--- src/rtl/common_pkg.sv ---
// Shared types for the systolic array datapath: array geometry, the per-lane
// operand record handed to the PE edge, and the input-feeder FSM encoding.
package common_pkg;

   localparam int SYS_ARRAY_SIZE = 2;
   localparam int DATA_WIDTH     = 8;

   // One operand travelling into the array, tagged with end-of-stream.
   typedef struct packed {
      logic                  last;
      logic [DATA_WIDTH-1:0] data;
   } matrix_data_t;

   localparam int FEEDER_K_WIDTH = 8;

   typedef logic [FEEDER_K_WIDTH-1:0] klen_t;

   typedef enum logic [1:0] {
      FD_IDLE,
      FD_LOAD,
      FD_FLUSH
   } feeder_state_t;

endpackage

--- src/rtl/skew_delay_line.sv ---
// Enable-gated shift register of matrix_data_t, DEPTH stages deep.
// The output is the oldest stage; all stages hold while en_i is low.
module skew_delay_line
   import common_pkg::*;
#(
   parameter int DEPTH = 1
) (
   input  logic         clk_i,
   input  logic         rst_ni,
   input  logic         en_i,
   input  matrix_data_t din_i,
   output matrix_data_t dout_o
);

   matrix_data_t stage_reg [DEPTH];

   // Shift the whole line by one position on each enabled cycle.
   always_ff @(posedge clk_i or negedge rst_ni) begin
      if (!rst_ni) begin
         for (int s = 0; s < DEPTH; s++) begin
            stage_reg[s] <= '0;
         end
      end else if (en_i) begin
         stage_reg[0] <= din_i;
         for (int s = 1; s < DEPTH; s++) begin
            stage_reg[s] <= stage_reg[s-1];
         end
      end
   end

   assign dout_o = stage_reg[DEPTH-1];

endmodule

--- src/rtl/systolic_feeder.sv ---
// Input skew stage in front of the PE array. Accepts one N-operand column per
// handshake, delays lane i by i extra steps to form the diagonal wavefront,
// tags each lane's final element with last and strobes step_o per advance.
// Optional build macro: FEEDER_STALL_CNT_EN adds stall_cnt_o, a saturating
// count of LOAD cycles without valid input.
module systolic_feeder
   import common_pkg::*;
#(
   parameter int N          = SYS_ARRAY_SIZE,
   parameter int DATA_WIDTH = common_pkg::DATA_WIDTH,
   parameter int K_WIDTH    = FEEDER_K_WIDTH
) (
   input  logic                    clk_i,
   input  logic                    rst_ni,
   input  logic                    start_i,
   input  logic [K_WIDTH-1:0]      k_len_i,
   input  logic                    in_valid_i,
   output logic                    in_ready_o,
   input  logic [N*DATA_WIDTH-1:0] in_data_i,
   output matrix_data_t            out_data_o [N],
   output logic                    step_o,
   output logic                    busy_o,
   output logic                    done_o
`ifdef FEEDER_STALL_CNT_EN
   ,
   output logic [K_WIDTH+7:0]      stall_cnt_o
`endif
);

   // Flush counter only needs to reach N-2.
   localparam int FW = (N > 1) ? $clog2(N) : 1;

   feeder_state_t      state_reg, state_next;
   logic [K_WIDTH-1:0] k_len_reg, k_len_next;
   logic [K_WIDTH-1:0] beat_cnt_reg, beat_cnt_next;
   logic [FW-1:0]      flush_cnt_reg, flush_cnt_next;
   logic               step_reg, done_reg, done_next;
   logic               advance, load_beat, beat_last, ready;
   matrix_data_t       lane_in [N];

   // State and control registers; step/done are registered so they line up
   // with the freshly shifted outputs.
   always_ff @(posedge clk_i or negedge rst_ni) begin
      if (!rst_ni) begin
         state_reg     <= FD_IDLE;
         k_len_reg     <= '0;
         beat_cnt_reg  <= '0;
         flush_cnt_reg <= '0;
         step_reg      <= 1'b0;
         done_reg      <= 1'b0;
      end else begin
         state_reg     <= state_next;
         k_len_reg     <= k_len_next;
         beat_cnt_reg  <= beat_cnt_next;
         flush_cnt_reg <= flush_cnt_next;
         step_reg      <= advance;
         done_reg      <= done_next;
      end
   end

   // Next-state logic: advance is the shift enable for every lane.
   always_comb begin
      state_next     = state_reg;
      k_len_next     = k_len_reg;
      beat_cnt_next  = beat_cnt_reg;
      flush_cnt_next = flush_cnt_reg;
      done_next      = 1'b0;
      advance        = 1'b0;
      load_beat      = 1'b0;
      beat_last      = 1'b0;
      ready          = 1'b0;
      case (state_reg)
         FD_IDLE: begin
            if (start_i) begin
               if (k_len_i != '0) begin
                  k_len_next    = k_len_i;
                  beat_cnt_next = '0;
                  state_next    = FD_LOAD;
               end else begin
                  // Empty stream: nothing to skew, report completion at once.
                  done_next = 1'b1;
               end
            end
         end
         FD_LOAD: begin
            ready     = 1'b1;
            advance   = in_valid_i;
            load_beat = in_valid_i;
            if (in_valid_i) begin
               if (beat_cnt_reg == k_len_reg - K_WIDTH'(1)) begin
                  beat_last = 1'b1;
                  if (N == 1) begin
                     // Single lane has no skew to drain.
                     state_next = FD_IDLE;
                     done_next  = 1'b1;
                  end else begin
                     state_next     = FD_FLUSH;
                     flush_cnt_next = '0;
                  end
               end else begin
                  beat_cnt_next = beat_cnt_reg + K_WIDTH'(1);
               end
            end
         end
         FD_FLUSH: begin
            advance = 1'b1;
            if (flush_cnt_reg == FW'(N - 2)) begin
               state_next = FD_IDLE;
               done_next  = 1'b1;
            end else begin
               flush_cnt_next = flush_cnt_reg + FW'(1);
            end
         end
         default: state_next = FD_IDLE;
      endcase
   end

   // Per-lane input mux and delay line; lane i is i+1 stages deep. Outside a
   // handshake (flush) zeros with last=0 are pushed in.
   generate
      for (genvar gi = 0; gi < N; gi++) begin : g_lane
         assign lane_in[gi].data = load_beat ? in_data_i[gi*DATA_WIDTH +: DATA_WIDTH] : '0;
         assign lane_in[gi].last = load_beat & beat_last;

         skew_delay_line #(
            .DEPTH (gi + 1)
         ) u_delay (
            .clk_i  (clk_i),
            .rst_ni (rst_ni),
            .en_i   (advance),
            .din_i  (lane_in[gi]),
            .dout_o (out_data_o[gi])
         );
      end
   endgenerate

   assign in_ready_o = ready;
   assign step_o     = step_reg;
   assign busy_o     = (state_reg != FD_IDLE);
   assign done_o     = done_reg;

`ifdef FEEDER_STALL_CNT_EN
   logic [K_WIDTH+7:0] stall_cnt_reg;

   // Count starved LOAD cycles; restart on a new stream, saturate at all-ones.
   always_ff @(posedge clk_i or negedge rst_ni) begin
      if (!rst_ni) begin
         stall_cnt_reg <= '0;
      end else if (state_reg == FD_IDLE && start_i) begin
         stall_cnt_reg <= '0;
      end else if (state_reg == FD_LOAD && !in_valid_i && !(&stall_cnt_reg)) begin
         stall_cnt_reg <= stall_cnt_reg + 1'b1;
      end
   end

   assign stall_cnt_o = stall_cnt_reg;
`endif

endmodule

--- config.mk ---
export PLATFORM = sky130hd
export DESIGN_NAME = systolic_feeder
export DESIGN_NICKNAME = d
export VERILOG_FILES = /design/src/rtl/common_pkg.sv /design/src/rtl/skew_delay_line.sv /design/src/rtl/systolic_feeder.sv
export SDC_FILE = /design/constraint.sdc
export NUM_CORES = 1
export LEC_CHECK = 0
export ABC_AREA = 1
export BUFFER_PORTS_ARGS = -buffer_cell sky130_fd_sc_hd__buf_4
export CELL_PAD_IN_SITES_DETAIL_PLACEMENT = 1
export CELL_PAD_IN_SITES_GLOBAL_PLACEMENT = 1
export CORE_UTILIZATION = 35
export CTS_CLUSTER_SIZE = 16
export DETAILED_ROUTE_END_ITERATION = 12
export PLACE_DENSITY_LB_ADDON = 0.1
export SLEW_MARGIN = 20
export SYNTH_ARGS = -nofsm -noshare
export SYNTH_HDL_FRONTEND = slang
export SYNTH_SLANG_ARGS = --single-unit
--- constraint.sdc ---
create_clock -name clk_i -period 2.26 [get_ports clk_i]
set_input_delay 0.113 -clock clk_i [delete_from_list [all_inputs] [get_ports clk_i]]
set_output_delay 0.113 -clock clk_i [all_outputs]
set_load 0.01 [all_outputs]
* After elaboration in Yosys (flattened, before gate mapping)
Index checks and enable logic that the tools add are counted.
Storage, ports and cells: output and inout port bits 22, flip-flop bits (word level) 47, input bits 28
Operators by class: reductions and logical operators 9, bitwise operators 1, muxes and demuxes 27, equality and inequality tests 9, $add $sub $neg 3
Operator list (count):
- $mux W8 | 6
- $pmux W8 S2 | 1
- $ne A2 B2 Y1 const B | 6
- $mux W1 | 11
- $mux W2 | 5
- $reduce_and A5 Y1 | 2
- $add A8 B1 Y8 const B | 1
- $eq A8 B8 Y1 | 1
- $reduce_bool A8 Y1 | 1
- $sub A8 B1 Y8 const B | 1
- $pmux W1 S2 | 3
- $pmux W2 S3 | 1
- $reduce_and A3 Y1 | 2
- $reduce_bool A2 Y1 | 3
- $eq A2 B1 Y1 const B | 1
- $eq A2 B2 Y1 const B | 1
- $logic_not A2 Y1 | 1
- $add A1 B1 Y1 const B | 1
- $and A1 B1 Y1 | 1

* Depth between registers and ports, before layout
depth in word-level cells 6, gate-level depth with buffers 15

* Cells and area by module
A second synthesis with hierarchy kept.
Second synthesis, totals: cells, all modules 354, area total of the unflattened synthesis 2651.3 µm²
By module, submodules not included:
- systolic_feeder | instances 1, sequential area each 500.5 µm², area an instance 1531.5 µm², cells an instance 231
- skew_delay_line (g_lane[1].u_delay) | instances 1, sequential area each 450.4 µm², area an instance 778.2 µm², cells an instance 85
- skew_delay_line (g_lane[0].u_delay) | instances 1, sequential area each 225.2 µm², area an instance 341.6 µm², cells an instance 38

* Worst setup path after synthesis
OpenSTA, ideal clock, no wires.
path type register -> register, from register state_reg[1], to register beat_cnt_reg[0], arrival time 1.616 ns, stages on the path, launching flop included 10, slack 0.526 ns, clock period less this slack 1.734 ns, cells stage by stage dfrtp_1 -> inv_1 -> ha_1 -> buf_4 -> clkinv_2 -> o22ai_1 -> nor2_4 -> clkbuf_1 -> nand4_1 -> nand2_1
Between the ends: cells in the longest elaborated chain, start to end 3
Ends and longest elaborated chain:
- from (decl) | RTL line systolic_feeder.sv:33 | feeder_state_t state_reg, state_next;
- from (signal assigned) | RTL line systolic_feeder.sv:52 | state_reg <= state_next;
- $eq A2 B1 Y1 / $logic_not A2 Y1 (equally long branches) | RTL line systolic_feeder.sv:72 | case (state_reg)
- $ne A2 B2 Y1 (no line) / $reduce_bool A2 Y1 (equally long branches)
- $reduce_and A5 Y1 (no line)
- to (signal assigned) | RTL line systolic_feeder.sv:54 | beat_cnt_reg <= beat_cnt_next;
- to (decl) | RTL line systolic_feeder.sv:35 | logic [K_WIDTH-1:0] beat_cnt_reg, beat_cnt_next;
Parallel ways exist; a longest one is shown, timed or not. A chain may end at the register's enable or synchronous reset.

* Worst setup path in the final report
from register k_len_reg[0], to register beat_cnt_reg[6]
Between the ends: cells in the longest elaborated chain, start to end 4
Ends and longest elaborated chain:
- from (decl) | RTL line systolic_feeder.sv:34 | logic [K_WIDTH-1:0] k_len_reg, k_len_next;
- from (signal assigned) | RTL line systolic_feeder.sv:53 | k_len_reg <= k_len_next;
- $sub A8 B1 Y8 | RTL line systolic_feeder.sv:90 | if (beat_cnt_reg == k_len_reg - K_WIDTH'(1)) begin
- $eq A8 B8 Y1 | RTL line systolic_feeder.sv:90
- $ne A2 B2 Y1 (no line)
- $reduce_and A5 Y1 (no line)
Every way passes these cells.

==> impl_metrics.xml <==
<?xml version="1.0" encoding="UTF-8"?>
<metrics>
  <group name="clock_tree">
    <metric name="cts_buffers" unit="">5</metric>
    <metric name="cts_setup_buffers" unit="">0</metric>
    <metric name="ctsResizeCount" unit="">0</metric>
    <metric name="clock_tree.buffer_depth" unit="">2</metric>
    <metric name="cts.htree.levels" unit="">2</metric>
    <metric name="clock_transition_at_the_register_clock_pins_on_the_worst_setup_and_hold_paths_after_cts" unit="ps">100</metric>
    <metric name="cts.root.buffer_cell" unit="">sky130_fd_sc_hd__clkbuf_8</metric>
    <metric name="cts_hold_buf" unit="">1</metric>
    <metric name="cts_num_sinks" unit="">46</metric>
    <metric name="worstSkewPairLatency" unit="ps">300</metric>
    <metric name="tritoncts" unit="">done</metric>
  </group>
  <group name="synthesis">
    <metric name="synth_largest_type_area_fraction" unit="%">47.3</metric>
    <metric name="synth.mux.area_fraction" unit="%">0.926</metric>
    <metric name="synthesis.instances" unit="">299</metric>
    <metric name="yosys.area_share.xor_xnor" unit="%">3.24</metric>
    <metric name="synth_cell_type_count" unit="">25</metric>
    <metric name="yosys.area_share.adder" unit="%">3.09</metric>
    <metric name="syn_area_per_cell" unit="sq um">8.13</metric>
    <metric name="yosys.area_share.simple" unit="%">25.6</metric>
    <metric name="postSynthRegisterBits" unit="">46</metric>
    <metric name="seq_area_frac_synth" unit="%">47.3</metric>
    <metric name="post_synthesis_compound_gate_area_fraction" unit="%">8.23</metric>
    <metric name="post-synth-top-area-cell" unit="">sky130_fd_sc_hd__dfrtp_1</metric>
    <metric name="synth_top_family_by_area" unit="">simple AND/OR/NAND/NOR gates</metric>
    <metric name="post_synth_instance_area" unit="sq um">2430</metric>
    <metric name="synth_fp_nets" unit="">333</metric>
    <metric name="yosysWarningCount" unit="">0</metric>
    <metric name="synth_top_cells_by_area" unit="">sky130_fd_sc_hd__dfrtp_1, sky130_fd_sc_hd__nand2_1, sky130_fd_sc_hd__inv_1</metric>
  </group>
  <group name="layout">
    <metric name="antenna_cells_inserted" unit="">0</metric>
    <metric name="largest_register_ffs" unit="">17</metric>
    <metric name="post-route-util" unit="%">43.2</metric>
    <metric name="fin_nets" unit="">376</metric>
    <metric name="syn2layout_area_growth" unit="%">20.0</metric>
    <metric name="mostFrequentLayoutCells" unit="">sky130_fd_sc_hd__nand2_1, sky130_fd_sc_hd__buf_4, sky130_fd_sc_hd__dfrtp_1, sky130_fd_sc_hd__inv_1, sky130_fd_sc_hd__nand3_1</metric>
    <metric name="share_of_layout_cells_above_drive_strength_1" unit="%">21.6</metric>
    <metric name="layout_commonest_cell" unit="">sky130_fd_sc_hd__nand2_1</metric>
  </group>
  <group name="drt">
    <metric name="initialDrtViolationCount" unit="">99</metric>
    <metric name="totalWireLength" unit="mm">6.02</metric>
    <metric name="routed_via_count_divided_by_cell_count" unit="">4.84</metric>
    <metric name="route.vias.total" unit="">2049</metric>
    <metric name="detailedRoute.firstPassIterationCount" unit="">4</metric>
    <metric name="drc" unit="">0</metric>
    <metric name="final_routed_wire_length_divided_by_cell_count" unit="um">14.2</metric>
    <metric name="antenna_violating_nets_post_route" unit="">0</metric>
  </group>
  <group name="die">
    <metric name="floorplan.die_area" unit="sq um">7290</metric>
    <metric name="placeableCoreArea" unit="sq um">6760</metric>
    <metric name="overall_die_height" unit="um">85.4</metric>
    <metric name="top_level_ports" unit="">50</metric>
    <metric name="die_width" unit="um">85.4</metric>
    <metric name="placement_rows" unit="">30</metric>
    <metric name="starting_density" unit="%">36.0</metric>
  </group>
  <group name="timing">
    <metric name="final_cycle_utilization_of_the_critical_path" unit="%">85.8</metric>
    <metric name="max-slew-margin-rel" unit="%">59.3</metric>
    <metric name="fmax" unit="MHz">516</metric>
    <metric name="final-hold-violation-count" unit="">0</metric>
    <metric name="min_period" unit="ps">1940</metric>
    <metric name="slew_violations" unit="">0</metric>
    <metric name="timing_worst_slew_pin_value" unit="ps">611</metric>
    <metric name="clock-skew-final" unit="ps">8.41</metric>
    <metric name="setup_violation_total_in_the_final_timing_report" unit="">0</metric>
    <metric name="grt_setup_unrepaired" unit="">false</metric>
    <metric name="setup_total_negative_slack" unit="ps">0</metric>
  </group>
  <group name="global_routing">
    <metric name="gr-usage-all-layers" unit="%">17.7</metric>
    <metric name="number_of_antenna_violations_at_the_first_check_in_global_routing" unit="">0</metric>
    <metric name="first_global_vias" unit="">2021</metric>
    <metric name="grt_pass1_wl" unit="mm">10.1</metric>
    <metric name="grt_max_degree" unit="">47</metric>
    <metric name="grt-ovfl-total" unit="">0</metric>
  </group>
  <group name="worst_setup_path">
    <metric name="worst_setup_path_startpoint" unit="">k_len_reg[0]</metric>
    <metric name="type_of_origin_of_the_critical_path" unit="">flip-flop</metric>
    <metric name="cp.required" unit="ps">2460</metric>
    <metric name="critical_path.endpoint" unit="">beat_cnt_reg[6]</metric>
    <metric name="worst-r2r-setup-slack" unit="ps">320</metric>
    <metric name="rr_endpoint" unit="">beat_cnt_reg[6]</metric>
    <metric name="timing_worst_setup_path_type" unit="">flip-flop to flip-flop</metric>
    <metric name="crit_path_max_fanout" unit="">8</metric>
    <metric name="timing.reg2reg.worst_path_depth" unit="">13</metric>
    <metric name="worst-endpoint-arrival" unit="ps">2140</metric>
    <metric name="kind_of_end_point_of_the_critical_path" unit="">flip-flop</metric>
    <metric name="worst_r2r_startpoint" unit="">k_len_reg[0]</metric>
  </group>
  <group name="job">
    <metric name="max_cap_violations" unit="">0</metric>
  </group>
  <group name="power">
    <metric name="worst_ir_drop_vdd" unit="mV">0.677</metric>
    <metric name="pwr_density_cell" unit="nW/um^2">1300</metric>
    <metric name="power.leakage" unit="nW">1.49</metric>
  </group>
  <group name="hold_path">
    <metric name="min_path_type" unit="">input pin to flip-flop</metric>
  </group>
  <group name="place">
    <metric name="place_congestion" unit="">0.767</metric>
    <metric name="dp_hpwl" unit="mm">4.38</metric>
    <metric name="io_port_bufs" unit="">49</metric>
  </group>
  <group name="run_status">
    <metric name="outcome" unit="">complete, no violations</metric>
  </group>
</metrics>
==> cell usage after synthesis (all sizes together) <==
master and instances:
a21o 1, a21oi 10, buf 13, clkbuf 4, clkinv 1, dfrtp 46
ha 6, inv 45, mux2 2, nand2 58, nand3 34, nand4 9
nor2 33, nor4 2, o21ai 16, o22ai 10, xnor2 5, xor2 4
==> report_power, final <==
| group | total [mW] | internal [mW] | switching [mW] |
|---|---|---|---|
| sequential | 1.41 | 1.17 | 0.232 |
| combinational | 1.84 | 0.741 | 1.10 |
| clock | 0.541 | 0.224 | 0.317 |
==> per-layer routing <==
layer	wire length [um]	up-vias	share of wire, %	track usage (%)
met5	0	-	0	0
met4	31	0	0.52	5.15
met3	145	2	2.4	2.82
met2	2870	33	48	28.4
met1	2970	977	49	24.8
li1	-	1037	-	-
==> how the worst min path moves through the flow <==
stage          startpoint  slack, ps                           to  cells past startpoint
2_1_floorplan      rst_ni       -180              beat_cnt_reg[0]                      0
5_1_grt        k_len_i[5]         40                 k_len_reg[5]                      2
6_report       k_len_i[7]         30                 k_len_reg[7]                      3
4_1_cts        k_len_i[7]         30                 k_len_reg[7]                      3
3_3_place_gp       rst_ni        170  g_lane[1].u_delay.dout_o[2]                      1
3_5_place_dp       rst_ni        170  g_lane[1].u_delay.dout_o[2]                      1
==> metrics by stage <==
stage / power (mW) / hold WS (ps) / setup slack (ps) / std cells / instance area (sq um)
final: 3.79 / 29.6 / 320 / 423 / 2920
after global routing: 4.14 / 44.5 / 64.6 / 423 / 2920
after CTS: 3.84 / 29.7 / 300 / 423 / 2920
after detailed placement: 3.29 / 168 / 325 / 414 / 2820
after global placement: 3.22 / 174 / 394 / 414 / 2820
after floorplan: 2.69 / -183 / 526 / 299 / 2430
==> critical path, stage by stage, from the launching register on <==
cell	delay (ps)
sky130_fd_sc_hd__dfrtp_1	400
sky130_fd_sc_hd__inv_1	150
sky130_fd_sc_hd__ha_1	260
sky130_fd_sc_hd__inv_1	90
sky130_fd_sc_hd__nand2_1	60
sky130_fd_sc_hd__nand3_1	60
sky130_fd_sc_hd__nand2_1	70
sky130_fd_sc_hd__nand2_1	40
sky130_fd_sc_hd__nor2_1	100
sky130_fd_sc_hd__nand2_1	70
sky130_fd_sc_hd__nor2_2	130
sky130_fd_sc_hd__nand3_2	210
sky130_fd_sc_hd__nand4_1	130
sky130_fd_sc_hd__nand2_1	60
==> cells by family after synthesis <==
group,after synthesis
flops,46
mux,2
simple gates,136
fa+ha+maj,6
buf+inv,63
compound gates,37
xor+xnor,9
==> final cells by class <==
type | instances | area [sq um]
fillers | 848 | 3840
flip-flops and latches | 46 | 1150
multi-input cells | 190 | 1000
repair buffers | 53 | 400
inverters | 46 | 174
well taps | 80 | 100
clock buffers | 5 | 68.8
clock inverters | 3 | 25.0
Note: power is estimated with default switching activity, not from simulation.
